`src/rtl/mem_port_scheduler_if.sv`:
```
// Single data-memory port shared by both execute lanes.
// The scheduler drives the request side; the memory answers with ready/rvalid/rdata.
interface mem_port_scheduler_if #(
  parameter int DATA_WIDTH   = 32,
  parameter int ADDRESS_BITS = 20
);
  logic                    mem_req;
  logic                    mem_we;
  logic [ADDRESS_BITS-1:0] mem_addr;
  logic [DATA_WIDTH-1:0]   mem_wdata;
  logic                    mem_ready;
  logic                    mem_rvalid;
  logic [DATA_WIDTH-1:0]   mem_rdata;

  modport master (
    output mem_req, mem_we, mem_addr, mem_wdata,
    input  mem_ready, mem_rvalid, mem_rdata
  );

  modport slave (
    input  mem_req, mem_we, mem_addr, mem_wdata,
    output mem_ready, mem_rvalid, mem_rdata
  );
endinterface

```
`src/rtl/mem_port_scheduler.sv`:
```
// Serialises the two lanes' load/store requests onto one memory port in program
// order (lane 0 first), stalling the front of the pipeline until both are done.
module mem_port_scheduler #(
  parameter int DATA_WIDTH     = 32,
  parameter int ADDRESS_BITS   = 20,
  parameter int STALL_CNT_BITS = 32
) (
  input  logic                      clock,
  input  logic                      reset,
  input  logic                      lane0_memRead,
  input  logic                      lane0_memWrite,
  input  logic [ADDRESS_BITS-1:0]   lane0_address,
  input  logic [DATA_WIDTH-1:0]     lane0_store_data,
  input  logic                      lane1_memRead,
  input  logic                      lane1_memWrite,
  input  logic [ADDRESS_BITS-1:0]   lane1_address,
  input  logic [DATA_WIDTH-1:0]     lane1_store_data,
  mem_port_scheduler_if.master      mem,
  output logic                      stall,
  output logic [DATA_WIDTH-1:0]     load_data0,
  output logic [DATA_WIDTH-1:0]     load_data1,
  output logic [1:0]                load_valid,
  output logic [STALL_CNT_BITS-1:0] stall_cycles
);

  typedef enum logic [2:0] {IDLE, REQ0, WAIT0, REQ1, WAIT1, DONE} state_t;

  localparam logic [STALL_CNT_BITS-1:0] CNT_ONE = STALL_CNT_BITS'(1);

  state_t                    state_q, state_d;
  logic                      mem_req_q, mem_req_d;
  logic                      mem_we_q, mem_we_d;
  logic [ADDRESS_BITS-1:0]   mem_addr_q, mem_addr_d;
  logic [DATA_WIDTH-1:0]     mem_wdata_q, mem_wdata_d;
  logic [DATA_WIDTH-1:0]     load_data0_q, load_data0_d;
  logic [DATA_WIDTH-1:0]     load_data1_q, load_data1_d;
  logic [1:0]                loaded_q, loaded_d;
  logic [1:0]                load_valid_q, load_valid_d;
  logic [STALL_CNT_BITS-1:0] stall_cycles_q, stall_cycles_d;

  logic need0, need1;

  assign need0 = lane0_memRead | lane0_memWrite;
  assign need1 = lane1_memRead | lane1_memWrite;

  always_comb begin
    state_d      = state_q;
    mem_req_d    = 1'b0;
    mem_we_d     = mem_we_q;
    mem_addr_d   = mem_addr_q;
    mem_wdata_d  = mem_wdata_q;
    load_data0_d = load_data0_q;
    load_data1_d = load_data1_q;
    loaded_d     = loaded_q;
    load_valid_d = 2'b00;

    case (state_q)
      IDLE: begin
        loaded_d = 2'b00;
        if (need0)      state_d = REQ0;
        else if (need1) state_d = REQ1;
      end
      REQ0: begin
        if (mem.mem_ready) begin
          if (mem_we_q) state_d = need1 ? REQ1 : DONE;
          else          state_d = WAIT0;
        end
      end
      WAIT0: begin
        if (mem.mem_rvalid) begin
          load_data0_d = mem.mem_rdata;
          loaded_d[0]  = 1'b1;
          state_d      = need1 ? REQ1 : DONE;
        end
      end
      REQ1: begin
        if (mem.mem_ready) state_d = mem_we_q ? DONE : WAIT1;
      end
      WAIT1: begin
        if (mem.mem_rvalid) begin
          load_data1_d = mem.mem_rdata;
          loaded_d[1]  = 1'b1;
          state_d      = DONE;
        end
      end
      DONE:    state_d = IDLE;
      default: state_d = IDLE;
    endcase

    // Request fields latch from the lane on entry to a REQ state and stay put until accepted.
    if (state_d == REQ0) begin
      mem_req_d = 1'b1;
      if (state_q != REQ0) begin
        mem_we_d    = lane0_memWrite;
        mem_addr_d  = lane0_address;
        mem_wdata_d = lane0_store_data;
      end
    end
    if (state_d == REQ1) begin
      mem_req_d = 1'b1;
      if (state_q != REQ1) begin
        mem_we_d    = lane1_memWrite;
        mem_addr_d  = lane1_address;
        mem_wdata_d = lane1_store_data;
      end
    end
    if (state_d == DONE) load_valid_d = loaded_d;
  end

  always_comb begin
    stall = 1'b0;
    if (!reset) begin
      case (state_q)
        IDLE:                     stall = need0 | need1;
        REQ0, WAIT0, REQ1, WAIT1: stall = 1'b1;
        default:                  stall = 1'b0;
      endcase
    end
  end

  always_comb begin
    stall_cycles_d = stall_cycles_q;
    if (stall && (stall_cycles_q != '1)) stall_cycles_d = stall_cycles_q + CNT_ONE;
  end

  always_ff @(posedge clock) begin
    if (reset) begin
      state_q        <= IDLE;
      mem_req_q      <= 1'b0;
      mem_we_q       <= 1'b0;
      mem_addr_q     <= '0;
      mem_wdata_q    <= '0;
      load_data0_q   <= '0;
      load_data1_q   <= '0;
      loaded_q       <= 2'b00;
      load_valid_q   <= 2'b00;
      stall_cycles_q <= '0;
    end else begin
      state_q        <= state_d;
      mem_req_q      <= mem_req_d;
      mem_we_q       <= mem_we_d;
      mem_addr_q     <= mem_addr_d;
      mem_wdata_q    <= mem_wdata_d;
      load_data0_q   <= load_data0_d;
      load_data1_q   <= load_data1_d;
      loaded_q       <= loaded_d;
      load_valid_q   <= load_valid_d;
      stall_cycles_q <= stall_cycles_d;
    end
  end

  assign mem.mem_req   = mem_req_q;
  assign mem.mem_we    = mem_we_q;
  assign mem.mem_addr  = mem_addr_q;
  assign mem.mem_wdata = mem_wdata_q;
  assign load_data0    = load_data0_q;
  assign load_data1    = load_data1_q;
  assign load_valid    = load_valid_q;
  assign stall_cycles  = stall_cycles_q;

endmodule
```
`src/flat_wrapper.sv`:
```
// flat-port wrapper written by rule: the top's interface ports become plain ports
module mem_port_scheduler_flat 
#(
  parameter int DATA_WIDTH     = 32,
  parameter int ADDRESS_BITS   = 20,
  parameter int STALL_CNT_BITS = 32
)
  (clock, reset, lane0_memRead, lane0_memWrite, lane0_address, lane0_store_data, lane1_memRead, lane1_memWrite, lane1_address, lane1_store_data, stall, load_data0, load_data1, load_valid, stall_cycles, mem_mem_req, mem_mem_we, mem_mem_addr, mem_mem_wdata, mem_mem_ready, mem_mem_rvalid, mem_mem_rdata);
  mem_port_scheduler_if #(.DATA_WIDTH(DATA_WIDTH), .ADDRESS_BITS(ADDRESS_BITS)) mem_i ();
  input  logic clock;
  input  logic reset;
  input  logic lane0_memRead;
  input  logic lane0_memWrite;
  input  logic [ADDRESS_BITS-1:0] lane0_address;
  input  logic [DATA_WIDTH-1:0] lane0_store_data;
  input  logic lane1_memRead;
  input  logic lane1_memWrite;
  input  logic [ADDRESS_BITS-1:0] lane1_address;
  input  logic [DATA_WIDTH-1:0] lane1_store_data;
  output logic stall;
  output logic [DATA_WIDTH-1:0] load_data0;
  output logic [DATA_WIDTH-1:0] load_data1;
  output logic [1:0] load_valid;
  output logic [STALL_CNT_BITS-1:0] stall_cycles;
  output wire logic [$bits(mem_i.mem_req)-1:0] mem_mem_req;
  output wire logic [$bits(mem_i.mem_we)-1:0] mem_mem_we;
  output wire logic [$bits(mem_i.mem_addr)-1:0] mem_mem_addr;
  output wire logic [$bits(mem_i.mem_wdata)-1:0] mem_mem_wdata;
  input wire logic [$bits(mem_i.mem_ready)-1:0] mem_mem_ready;
  input wire logic [$bits(mem_i.mem_rvalid)-1:0] mem_mem_rvalid;
  input wire logic [$bits(mem_i.mem_rdata)-1:0] mem_mem_rdata;
  assign mem_mem_req = mem_i.mem_req;
  assign mem_mem_we = mem_i.mem_we;
  assign mem_mem_addr = mem_i.mem_addr;
  assign mem_mem_wdata = mem_i.mem_wdata;
  assign mem_i.mem_ready = mem_mem_ready;
  assign mem_i.mem_rvalid = mem_mem_rvalid;
  assign mem_i.mem_rdata = mem_mem_rdata;
  mem_port_scheduler #(.DATA_WIDTH(DATA_WIDTH), .ADDRESS_BITS(ADDRESS_BITS), .STALL_CNT_BITS(STALL_CNT_BITS)) u_core (.clock(clock), .reset(reset), .lane0_memRead(lane0_memRead), .lane0_memWrite(lane0_memWrite), .lane0_address(lane0_address), .lane0_store_data(lane0_store_data), .lane1_memRead(lane1_memRead), .lane1_memWrite(lane1_memWrite), .lane1_address(lane1_address), .lane1_store_data(lane1_store_data), .mem(mem_i), .stall(stall), .load_data0(load_data0), .load_data1(load_data1), .load_valid(load_valid), .stall_cycles(stall_cycles));
endmodule
```
`config.mk`:
```
export PLATFORM = sky130hd
export DESIGN_NAME = mem_port_scheduler_flat
export DESIGN_NICKNAME = d
export VERILOG_FILES = /design/src/rtl/mem_port_scheduler_if.sv /design/src/rtl/mem_port_scheduler.sv /design/src/flat_wrapper.sv
export SDC_FILE = /design/constraint.sdc
export NUM_CORES = 1
export LEC_CHECK = 0
export ABC_AREA = 1
export CELL_PAD_IN_SITES_DETAIL_PLACEMENT = 1
export CELL_PAD_IN_SITES_GLOBAL_PLACEMENT = 1
export CORE_ASPECT_RATIO = 0.5
export CORE_MARGIN = 4
export CORE_UTILIZATION = 27
export DETAILED_ROUTE_END_ITERATION = 12
export GPL_TIMING_DRIVEN = 0
export PLACE_DENSITY = 0.72
export SKIP_CTS_REPAIR_TIMING = 1
export SYNTH_ARGS = -nofsm -noshare
export SYNTH_HDL_FRONTEND = slang
export SYNTH_SLANG_ARGS = --single-unit
```
`constraint.sdc`:
```
create_clock -name clock -period 2.4 [get_ports clock]
set_clock_uncertainty 0.2 [all_clocks]
set_input_delay 0.6 -clock clock [delete_from_list [all_inputs] [get_ports clock]]
set_output_delay 0.6 -clock clock [all_outputs]
set_load 0.005 [all_outputs]
```
==> results of run 1 <==
-- cells by family after synthesis --
family,count (synthesis)
AO/OA/AOI/OAI,158
XOR/XNOR,19
adder cells (fa/ha/maj),1
buffers and inverters,215
flip-flops,157
multiplexers,52
AND/OR/NAND/NOR,593
-- cell type report --
cell class,instances,area [sq um]
well taps,399,499
repair buffers,303,3020
inverters,144,546
plain buffers,71,474
flip-flops and latches,157,3150
diodes,3,7.51
multi-input cells,823,4300
clock buffers,17,425
clock inverters,15,234
fillers,3777,17800
-- cell usage after synthesis --
master / n / area (sq um)
nor2_1: 128 / 480
mux2_2: 52 / 586
xor2_1: 13 / 114
buf_2: 13 / 65.1
nand3_2: 20 / 200
buf_4: 1 / 7.51
nand2_2: 3 / 18.8
buf_1: 5 / 18.8
a21boi_0: 1 / 7.51
nor2_4: 4 / 45.0
xnor2_1: 6 / 52.6
clkbuf_1: 33 / 124
a21oi_1: 58 / 290
nand4_1: 6 / 37.5
o21ai_0: 61 / 305
ha_1: 1 / 12.5
clkinv_1: 1 / 3.75
nor3b_1: 1 / 7.51
nand3b_1: 2 / 15.0
o21ai_1: 35 / 175
inv_1: 139 / 522
nand2_4: 2 / 22.5
nand3_4: 1 / 17.5
a31oi_2: 1 / 12.5
nand3_1: 138 / 691
nor2_2: 1 / 6.26
and3_1: 1 / 6.26
buf_6: 19 / 214
nand2_1: 273 / 1020
nor2_8: 1 / 20.0
nor4_1: 1 / 6.26
clkinv_4: 1 / 8.76
dfxtp_1: 157 / 3140
inv_2: 3 / 11.3
o21bai_1: 1 / 7.51
a21oi_2: 1 / 8.76
nor3_1: 11 / 55.1
-- worst register-to-register path: cells and delay by family (launching register included) --
family                 cells  cell delay (ns)
AOI/OAI and AO/OA          1             0.17
buffers and inverters      3             0.30
DFF                        1             0.41
and+or+nand+nor            8             1.04
-- report_power, final --
part / internal, mW / switching [mW] / total, mW
logic: 2.70 / 3.10 / 5.80
clock network: 1.78 / 1.30 / 3.08
registers: 3.04 / 0.309 / 3.35
total: 7.53 / 4.71 / 12.2
-- metal layers --
metal | global-route usage [%] | part of all wire, % | vias up
met2 | 37.2 | 54 | 125
met3 | 2.97 | 2.2 | 42
li1 | - | - | 4461
met4 | 6.11 | 1.9 | 0
met1 | 22.7 | 42 | 4499
met5 | 0 | 0 | -
-- state kept, by name, indices dropped and copies added, names as in the netlist --
| name | cells |
|---|---|
| u_core.state_q | 3 |
| u_core.loaded_q | 2 |
| u_core.load_data0 | 32 |
| u_core.load_data1 | 32 |
| u_core.mem.mem_req | 1 |
| u_core.mem.mem_we | 1 |
| u_core.mem.mem_addr | 20 |
| u_core.mem.mem_wdata | 32 |
| u_core.stall_cycles | 32 |
| u_core.load_valid | 2 |
-- through the flow --
| step | cells | setup slack [ns] | setup TNS, ns |
|---|---|---|---|
| after CTS | 1921 | -0.590 | -5.47 |
| after detailed placement | 1889 | -0.607 | -50.69 |
| after global routing | 1932 | -0.0296 | -0.164 |
| after global placement | 1889 | -0.557 | -42.35 |
| after floorplan | 1195 | 0.302 | 0 |
| final | 1932 | 0.0525 | 0 |
-- how the worst min path moves through the flow --
stage | end | slack, ns | cells past startpoint | from
6_report | u_core.load_data1[8] | 0.27 | 2 | u_core.load_data1[8]
5_1_grt | u_core.load_data1[0] | 0.30 | 2 | u_core.load_data1[0]
4_1_cts | u_core.load_data1[7] | 0.27 | 2 | u_core.load_data1[7]
3_5_place_dp | u_core.load_data1[7] | 0.26 | 2 | u_core.load_data1[7]
3_3_place_gp | u_core.load_data1[24] | 0.25 | 2 | u_core.load_data1[24]
2_1_floorplan | u_core.load_data1[0] | 0.26 | 2 | u_core.load_data1[0]
==> results by group, run 1 <==
Floorplan
  • # IOs: 297
  • Die Wd: 257 um
  • Core Region: 30400 sq um
  • Die area: 33900 sq um
  • Height of the die: 132 um
  • Starting Density: 27.4%
  • Cell row count: 45

STA
  • Fin crit period: 2.35 ns
  • Pins Over Slew Limit: 0
  • Fin Hold WS: 0.266 ns
  • Fin crit share: 97.8%
  • Relative slew slack: 44.8%
  • Setup violators final: 0
  • Final Hold Fails: 0
  • Max frequency: 426 MHz
  • Slew @ Worst Pin: 0.827 ns

Worst setup path
  • Number of cells on the critical path: 4
  • Worst path slowest cell: clkdlybuf4s50_1
  • R2R Setup Slk: 0.17 ns
  • CP max stage delay: 0.51 ns
  • Buffers and inverters on the worst path: 2
  • Reg-to-Reg End: u_core.mem.mem_wdata[30]
  • Worst EP required: 1.60 ns
  • CP Max Fanout: 4
  • Crit start category: input pin
  • Worst setup path start: lane0_memRead
  • Crit end category: output pin
  • CP Cell Sequence: clkdlybuf4s50_1 -> nor2_4 -> a31oi_4 -> clkbuf_2
  • Delay-heaviest family, CP: buffers and inverters
  • Worst Reg2Reg Path Length in Cells: 12
  • FF-to-FF Start: u_core.state_q[1]
  • Worst setup path end: stall
  • Setup CP Type: input pin to output pin
  • CP arrival: 1.55 ns

Synthesis
  • Multiplexer share of the synthesized area: 7.02%
  • Largest family of logic cells by synthesized area: simple AND/OR/NAND/NOR gates
  • Synthesized flop and latch total: 157
  • Synth cell types: 37
  • Post-Syn Instances: 1195
  • Synth Area in Adders: 0.150%
  • XOR/XNOR Fraction of Synth Area: 1.99%
  • Syn_area_per_cell: 6.98 sq um
  • Post-synthesis sequential area ratio: 37.7%
  • Simple-gate area share of the yosys netlist: 31.8%
  • Synth Area in Compound Gates: 9.67%
  • Syn_nets: 1340
  • Yosys warnings: 0
  • Mapped Area: 8340 sq um

CTS
  • Clk Latency, worst-skew pair: 0.45 ns
  • Clock Tree Root: clkbuf_16
  • Clock-pin slew on the worst setup and hold paths: 0.07 ns
  • H-tree levels: 4
  • Number of buffers created by CTS: 17
  • CTS tree: done
  • CTS Sinks: 157
  • CTS Buffer Depth: 2

Drt
  • WL/cell: 17.7 um
  • Via count: 9127
  • First drt pass iteration count: 4
  • Initial DRC Count: 360
  • Residual DRC: 0
  • Routed wire length: 34200 um
  • Final ANT Viol Nets: 0
  • Vias per cell: 4.72

Global route
  • Overflow after GRT: 0
  • Total GRT Usage: 19.6%
  • First-pass GRT wire length: 53200 um
  • Vias in the first global route: 9553
  • Initial antenna violation count: 4
  • Largest net degree at the start of global routing: 17

Outcome
  • Run status: finished clean

Final layout
  • Most frequent cells in the layout: 290 x clkdlybuf4s50_1, 273 x nand2_1, 153 x dfxtp_1
  • Final design utilization: 41.6%
  • Share of layout cells above drive strength 1: 11.9%
  • Commonest non-fill, non-tap cell in the layout: clkdlybuf4s50_1
  • Layout area overhead: 51.6%
  • Final instance area: 12700 sq um
  • Nets@finish: 1662

Job
  • Max cap viols: 0

Pwr
  • Max VDD drop: 0.514 mV
  • P per Cell Area: 967 nW/um^2
  • LEAKAGE: 5.45 nW
  • Power Total: 12.2 mW

Placement
  • RePlAce Congestion: 0.873
  • DPL Wire Length: 26500 um
  • DP Area: 11800 sq um
  • Port buffer count: 295

Hold path
  • Hold Crit Class: register to register
(Power assumes the default switching activity.)
==> run 2: changes to the inputs <==
--- a/config.mk
+++ b/config.mk
@@ -11,8 +11,10 @@
 export CORE_ASPECT_RATIO = 0.5
 export CORE_MARGIN = 4
 export CORE_UTILIZATION = 27
+export CTS_BUF_LIST = sky130_fd_sc_hd__clkbuf_4 sky130_fd_sc_hd__clkbuf_8
 export DETAILED_ROUTE_END_ITERATION = 12
 export GPL_TIMING_DRIVEN = 0
+export MAX_ROUTING_LAYER = met4
 export PLACE_DENSITY = 0.72
 export SKIP_CTS_REPAIR_TIMING = 1
 export SYNTH_ARGS = -nofsm -noshare
==> run 2 against run 1 <==
Sequential power about the same. Final cell count down 0.16%. Hold slack better by 0.0048 ns. Clock-buffer cell count up 4. Die area unchanged.
==> results by group, run 2 (synthesis gave the netlist of run 1 again) <==
Outcome
  • Run status: finished clean

Pwr
  • P per Cell Area: 906 nW/um^2 (-6.3%)
  • LEAKAGE: 5.30 nW (-2.7%)
  • Max VDD drop: 0.393 mV (-24%)

Global route
  • Vias in the first global route: 9634 (+0.85%)
  • Total GRT Usage: 20.3% (+0.74 points)
  • Largest net degree at the start of global routing: 17 (unchanged)
  • Overflow after GRT: 0 (unchanged)
  • First-pass GRT wire length: 53600 um (+0.90%)
  • Initial antenna violation count: 1 (-3)

Final layout
  • Area of the multi-input gates: 4320 sq um (+0.47%)
  • Most frequent cells in the layout: 293 x clkdlybuf4s50_1, 272 x nand2_1, 151 x dfxtp_1
  • Final instance area: 12400 sq um (-1.9%)
  • Layout area overhead: 48.7%
  • Nets@finish: 1661 (-0.060%)
  • Commonest non-fill, non-tap cell in the layout: clkdlybuf4s50_1
  • # fillers: 3800 (+0.61%)
  • Register Area: 3150 sq um (about the same)
  • Share of layout cells above drive strength 1: 12.2% (+0.27 points)
  • Layout Cells excl Fill: 1929 (-0.16%)

Drt
  • Residual DRC: 0 (unchanged)
  • Initial DRC Count: 334 (-7.2%)
  • Vias per cell: 4.67 (-1.2%)
  • Final ANT Viol Nets: 0 (unchanged)
  • Via count: 9006 (-1.3%)
  • WL/cell: 17.7 um (+0.20%)
  • First drt pass iteration count: 5 (+1)
  • Routed wire length: 34200 um (about the same)

CTS
  • CTS Sinks: 157 (unchanged)
  • H-tree levels: 4 (unchanged)
  • Clock Tree Root: clkbuf_8
  • CTS Buffer Depth: 2 (unchanged)
  • Number of buffers created by CTS: 17 (unchanged)
  • Clk Latency, worst-skew pair: 0.48 ns (+0.03 ns)
  • CTS tree: done
  • Clock-pin slew on the worst setup and hold paths: 0.09 ns (+0.02 ns)

Floorplan
  • Die area: 33900 sq um (unchanged)
  • Die Wd: 257 um (unchanged)
  • # IOs: 297 (unchanged)
  • Starting Density: 27.4% (unchanged)
  • Core Region: 30400 sq um (unchanged)
  • Height of the die: 132 um (unchanged)
  • Cell row count: 45 (unchanged)

STA
  • Final setup margin: 0.0198 ns (-0.0328 ns)
  • Fin crit period: 2.38 ns (+0.0328 ns)
  • Slew @ Worst Pin: 0.775 ns (-0.0524 ns)
  • Relative slew slack: 48.3% (+3.5 points)
  • RSZ-0062 raised after global routing: yes
  • Pins Over Slew Limit: 0 (unchanged)
  • Setup violators final: 0 (unchanged)
  • Fin crit share: 99.2% (+1.4 points)
  • Final Hold Fails: 0 (unchanged)
  • Max frequency: 420 MHz (-1.4%)
  • Setup_tns: 0 ns (unchanged)

Placement
  • Pre-CTS setup slack: -0.568 ns (+0.0390 ns)
  • Port buffer count: 295 (unchanged)
  • DP Area: 11800 sq um (unchanged)
  • RePlAce Congestion: 0.866 (-0.76%)
  • DPL Wire Length: 26700 um (+0.78%)
  • Dpl cells: 1889 (unchanged)

Worst setup path
  • CP Cell Sequence: clkdlybuf4s50_1 -> nor2_4 -> a31oi_4 -> buf_6
  • Crit start category: input pin
  • Worst EP required: 1.60 ns (about the same)
  • FF-to-FF Start: u_core.state_q[2]
  • Worst path slowest cell: clkdlybuf4s50_1
  • Worst Reg2Reg Path Length in Cells: 12 (unchanged)
  • CP Max Fanout: 4 (unchanged)
  • CP arrival: 1.58 ns (+0.03 ns)
  • Crit end category: output pin
  • R2R Setup Slk: 0.19 ns (+0.02 ns)
  • Reg-to-Reg End: u_core.mem.mem_wdata[25]
  • CP max stage delay: 0.57 ns (+0.06 ns)
  • Setup CP Type: input pin to output pin

Hold path
  • WHS Endpoint: u_core.load_data1[28]
  • Hold_sp: u_core.load_data1[28]
  • Hold Crit Class: register to register
  • WHS Path Cells: 2 (unchanged)

Job
  • Max cap viols: 0 (unchanged)
## run 2: area by class of cell
class	count	area share [%]
Clock inverter	11	0.857
Buffer	71	3.86
Inverter	144	4.40
Multi-Input combinational cell	824	34.8
Sequential cell	157	25.4
Antenna cell	1	0.0202
Clock buffer	21	2.28
Timing Repair Buffer	301	24.3
Tap cell	399	4.02
## run 2: how the worst max path moves through the flow
stage / start / endpoint / slack (ns)
6_report: lane0_memWrite / stall / 0.02
5_1_grt: lane1_memRead / u_core.mem.mem_addr[10] / -0.03
4_1_cts: u_core.state_q[0] / stall / -0.59
3_5_place_dp: lane1_memWrite / stall / -0.57
3_3_place_gp: lane0_memWrite / stall / -0.55
2_1_floorplan: lane0_memWrite / u_core.mem.mem_wdata[20] / 0.30
## run 2: power breakdown
part / total, mW / internal (mW) / switching [mW]
clock network: 2.05 / 0.925 / 1.13
logic: 5.84 / 2.75 / 3.09
registers: 3.35 / 3.04 / 0.310
total: 11.2 / 6.72 / 4.53
## run 2: stage by stage
stage	utilization, %	power, mW	hold slack, ns
after floorplan	-	6.80	0.256
after global placement	38.8	8.78	0.250
after detailed placement	38.8	8.98	0.260
after CTS	40.1	11.1	0.275
after global routing	40.8	12.1	0.269
final	40.8	11.2	0.271
## run 2: routing by layer
layer | global-route usage (%) | wire length [um] | part of all wire (%)
met4 | 4.87 | 529 | 1.5
met2 | 37.9 | 18700 | 55
met5 | - | 0 | 0
met1 | 22.8 | 14200 | 42
met3 | 3.36 | 757 | 2.2
## run 2: critical path: cells and delay by family
family          cells  cell delay, ns
buf+inv             2            0.70
simple gates        1            0.08
compound gates      1            0.20
==> run 3: changes to the inputs <==
==> constraint.sdc (replaced) <==
create_clock -name clock -period 2.4 [get_ports clock]
set_clock_uncertainty 0.2 [all_clocks]
set_input_delay 0.48 -clock clock [delete_from_list [all_inputs] [get_ports clock]]
set_output_delay 0.48 -clock clock [all_outputs]
set_load 0.005 [all_outputs]
==> run 3 against run 2 <==
Sequential power about the same. Routed wire length shrank 0.50%. First-iteration DRC count is 3.9% lower.
==> results by group, run 3 (synthesis gave the netlist of run 1 again) <==
Outcome
  • Run status: finished clean

Drt
  • Vias per cell: 4.67 (about the same)
  • WL met2: 18500 um (-0.93%)
  • Via count: 8983 (-0.26%)
  • Routed wire length: 34000 um (-0.50%)
  • First drt pass iteration count: 4 (-1)
  • Top Layer Used: met4
  • Residual DRC: 0 (unchanged)
  • M1 WL: 14300 um (+0.46%)
  • Final ANT Viol Nets: 0 (unchanged)
  • Initial DRC Count: 321 (-3.9%)
  • WL met3: 725 um (-4.2%)
  • WL/cell: 17.7 um (-0.24%)

Pwr
  • LEAKAGE: 5.24 nW (-1.2%)
  • Power Total: 11.0 mW (-2.6%)
  • P per Cell Area: 893 nW/um^2 (-1.4%)
  • Max VDD drop: 0.392 mV (-0.13%)

Worst setup path
  • Crit start category: input pin
  • FF-to-FF Start: u_core.state_q[2]
  • CP arrival: 2.53 ns (+0.95 ns)
  • CP Max Fanout: 10 (+6)
  • Setup CP Type: input pin to register
  • Crit end category: register
  • Worst path slowest cell: clkdlybuf4s50_1
  • Worst EP required: 2.59 ns (+0.99 ns)
  • CP Cell Sequence: clkdlybuf4s50_1 -> inv_1 -> nor2_4 -> nand2_2 -> nand2_1 -> nor2_4 -> nor2_4 -> nand2_4 -> buf_2 -> o21ai_0 -> inv_1 -> nand2_1 -> inv_1
  • Worst setup path start: mem_mem_rvalid
  • CP max stage delay: 0.54 ns (-0.03 ns)

Floorplan
  • Die area: 33900 sq um (unchanged)
  • Die Wd: 257 um (unchanged)
  • Starting Density: 27.4% (unchanged)
  • Cell row count: 45 (unchanged)
  • Height of the die: 132 um (unchanged)
  • Core Region: 30400 sq um (unchanged)
  • # IOs: 297 (unchanged)

Job
  • Max cap viols: 0 (unchanged)

CTS
  • Clock-pin slew on the worst setup and hold paths: 0.09 ns (about the same)
  • CTS tree: done
  • Clk Latency, worst-skew pair: 0.49 ns (about the same)
  • CTS Buffer Depth: 2 (unchanged)
  • H-tree levels: 4 (unchanged)
  • CTS Sinks: 157 (unchanged)
  • Clock Tree Root: clkbuf_8
  • Number of buffers created by CTS: 17 (unchanged)

STA
  • Final Hold Fails: 0 (unchanged)
  • Setup violators final: 0 (unchanged)
  • Relative slew slack: 44.8% (-3.5 points)
  • Final setup margin: 0.0635 ns (+0.0438 ns)
  • Fin crit period: 2.34 ns (-0.0438 ns)
  • Fin crit share: 97.4% (-1.8 points)
  • Slew @ Worst Pin: 0.828 ns (+0.0529 ns)
  • Pins Over Slew Limit: 0 (unchanged)
  • Max frequency: 428 MHz (+1.9%)

Hold path
  • Hold Crit Class: register to register
  • Hold_sp: u_core.load_data1[28]

Final layout
  • Area of the multi-input gates: 4270 sq um (-1.2%)
  • Share of layout cells above drive strength 1: 11.3% (-0.88 points)
  • Nets@finish: 1656 (-0.30%)
  • Final design utilization: 40.3% (-0.48 points)
  • Most frequent cells in the layout: 294 x clkdlybuf4s50_1, 272 x nand2_1, 153 x dfxtp_1
  • Register Area: 3150 sq um (about the same)
  • Final instance area: 12300 sq um (-1.2%)
  • Commonest non-fill, non-tap cell in the layout: clkdlybuf4s50_1
  • Layout area overhead: 46.9%
  • # fillers: 3821 (+0.55%)

Placement
  • Pre-CTS setup slack: -0.445 ns (+0.123 ns)
  • RePlAce Congestion: 0.866 (unchanged)
  • Port buffer count: 295 (unchanged)
  • DP Area: 11800 sq um (unchanged)
  • DPL Wire Length: 26700 um (unchanged)

Global route
  • Vias in the first global route: 9634 (unchanged)
  • Overflow after GRT: 0 (unchanged)
  • Largest net degree at the start of global routing: 17 (unchanged)
  • Initial antenna violation count: 1 (unchanged)
  • Total GRT Usage: 20.3% (unchanged)
  • First-pass GRT wire length: 53600 um (unchanged)
-- run 3: cell count changes in the layout (fill, tap and decap cells not counted), moves of 3 or more --
cell and change:
buf_2 +8, buf_4 -8, o21ai_0 +3, nor2_4 -4, nor2_1 +3, clkbuf_4 -3
-- run 3: power by group --
group	switching, mW	internal [mW]	total (mW)
Combinational	3.00	2.54	5.55
Sequential	0.309	3.04	3.35
Clock	1.13	0.925	2.06
Total	4.44	6.51	11.0
-- run 3: area by class of cell --
type | count | area share [%]
Buffer | 71 | 3.55
Antenna cell | 1 | 0.0204
Clock inverter | 11 | 0.868
Tap cell | 399 | 4.07
Multi-Input combinational cell | 823 | 34.8
Clock buffer | 21 | 2.31
Timing Repair Buffer | 297 | 24.2
Inverter | 144 | 4.45
Sequential cell | 157 | 25.7
-- run 3: per-layer routing --
metal / vias up / GRT usage [%]
li1: 4459 / -
met1: 4394 / 22.8
met2: 94 / 37.9
met3: 36 / 3.36
met4: 0 / 4.87
met5: - / -
-- run 3: path summary, 6_finish.rpt --
path / endpoint / depth (start not counted) / slack [ns]
worst max-delay path: u_core.mem.mem_wdata[29] / 13 / 0.06
worst min-delay path: u_core.load_data1[28] / 2 / 0.27
worst max register to register: u_core.mem.mem_wdata[29] / 12 / 0.10
worst min register to register: u_core.load_data1[28] / 2 / 0.27
-- run 3: per-stage QoR --
step / setup TNS, ns / hold slack, ns / instances
floorplan: 0 / 0.256 / 1195
global route: -0.0121 / 0.292 / 1924
detailed placement: -33.23 / 0.260 / 1889
finish: 0 / 0.271 / 1924
global placement: -27.31 / 0.250 / 1889
CTS: -0.597 / 0.275 / 1921
-- run 3: critical path, delay by kind of cell --
kind	cells	cell delay [ns]
AND/OR/NAND/NOR	7	0.86
AO/OA/AOI/OAI	1	0.22
buffers and inverters	5	0.97
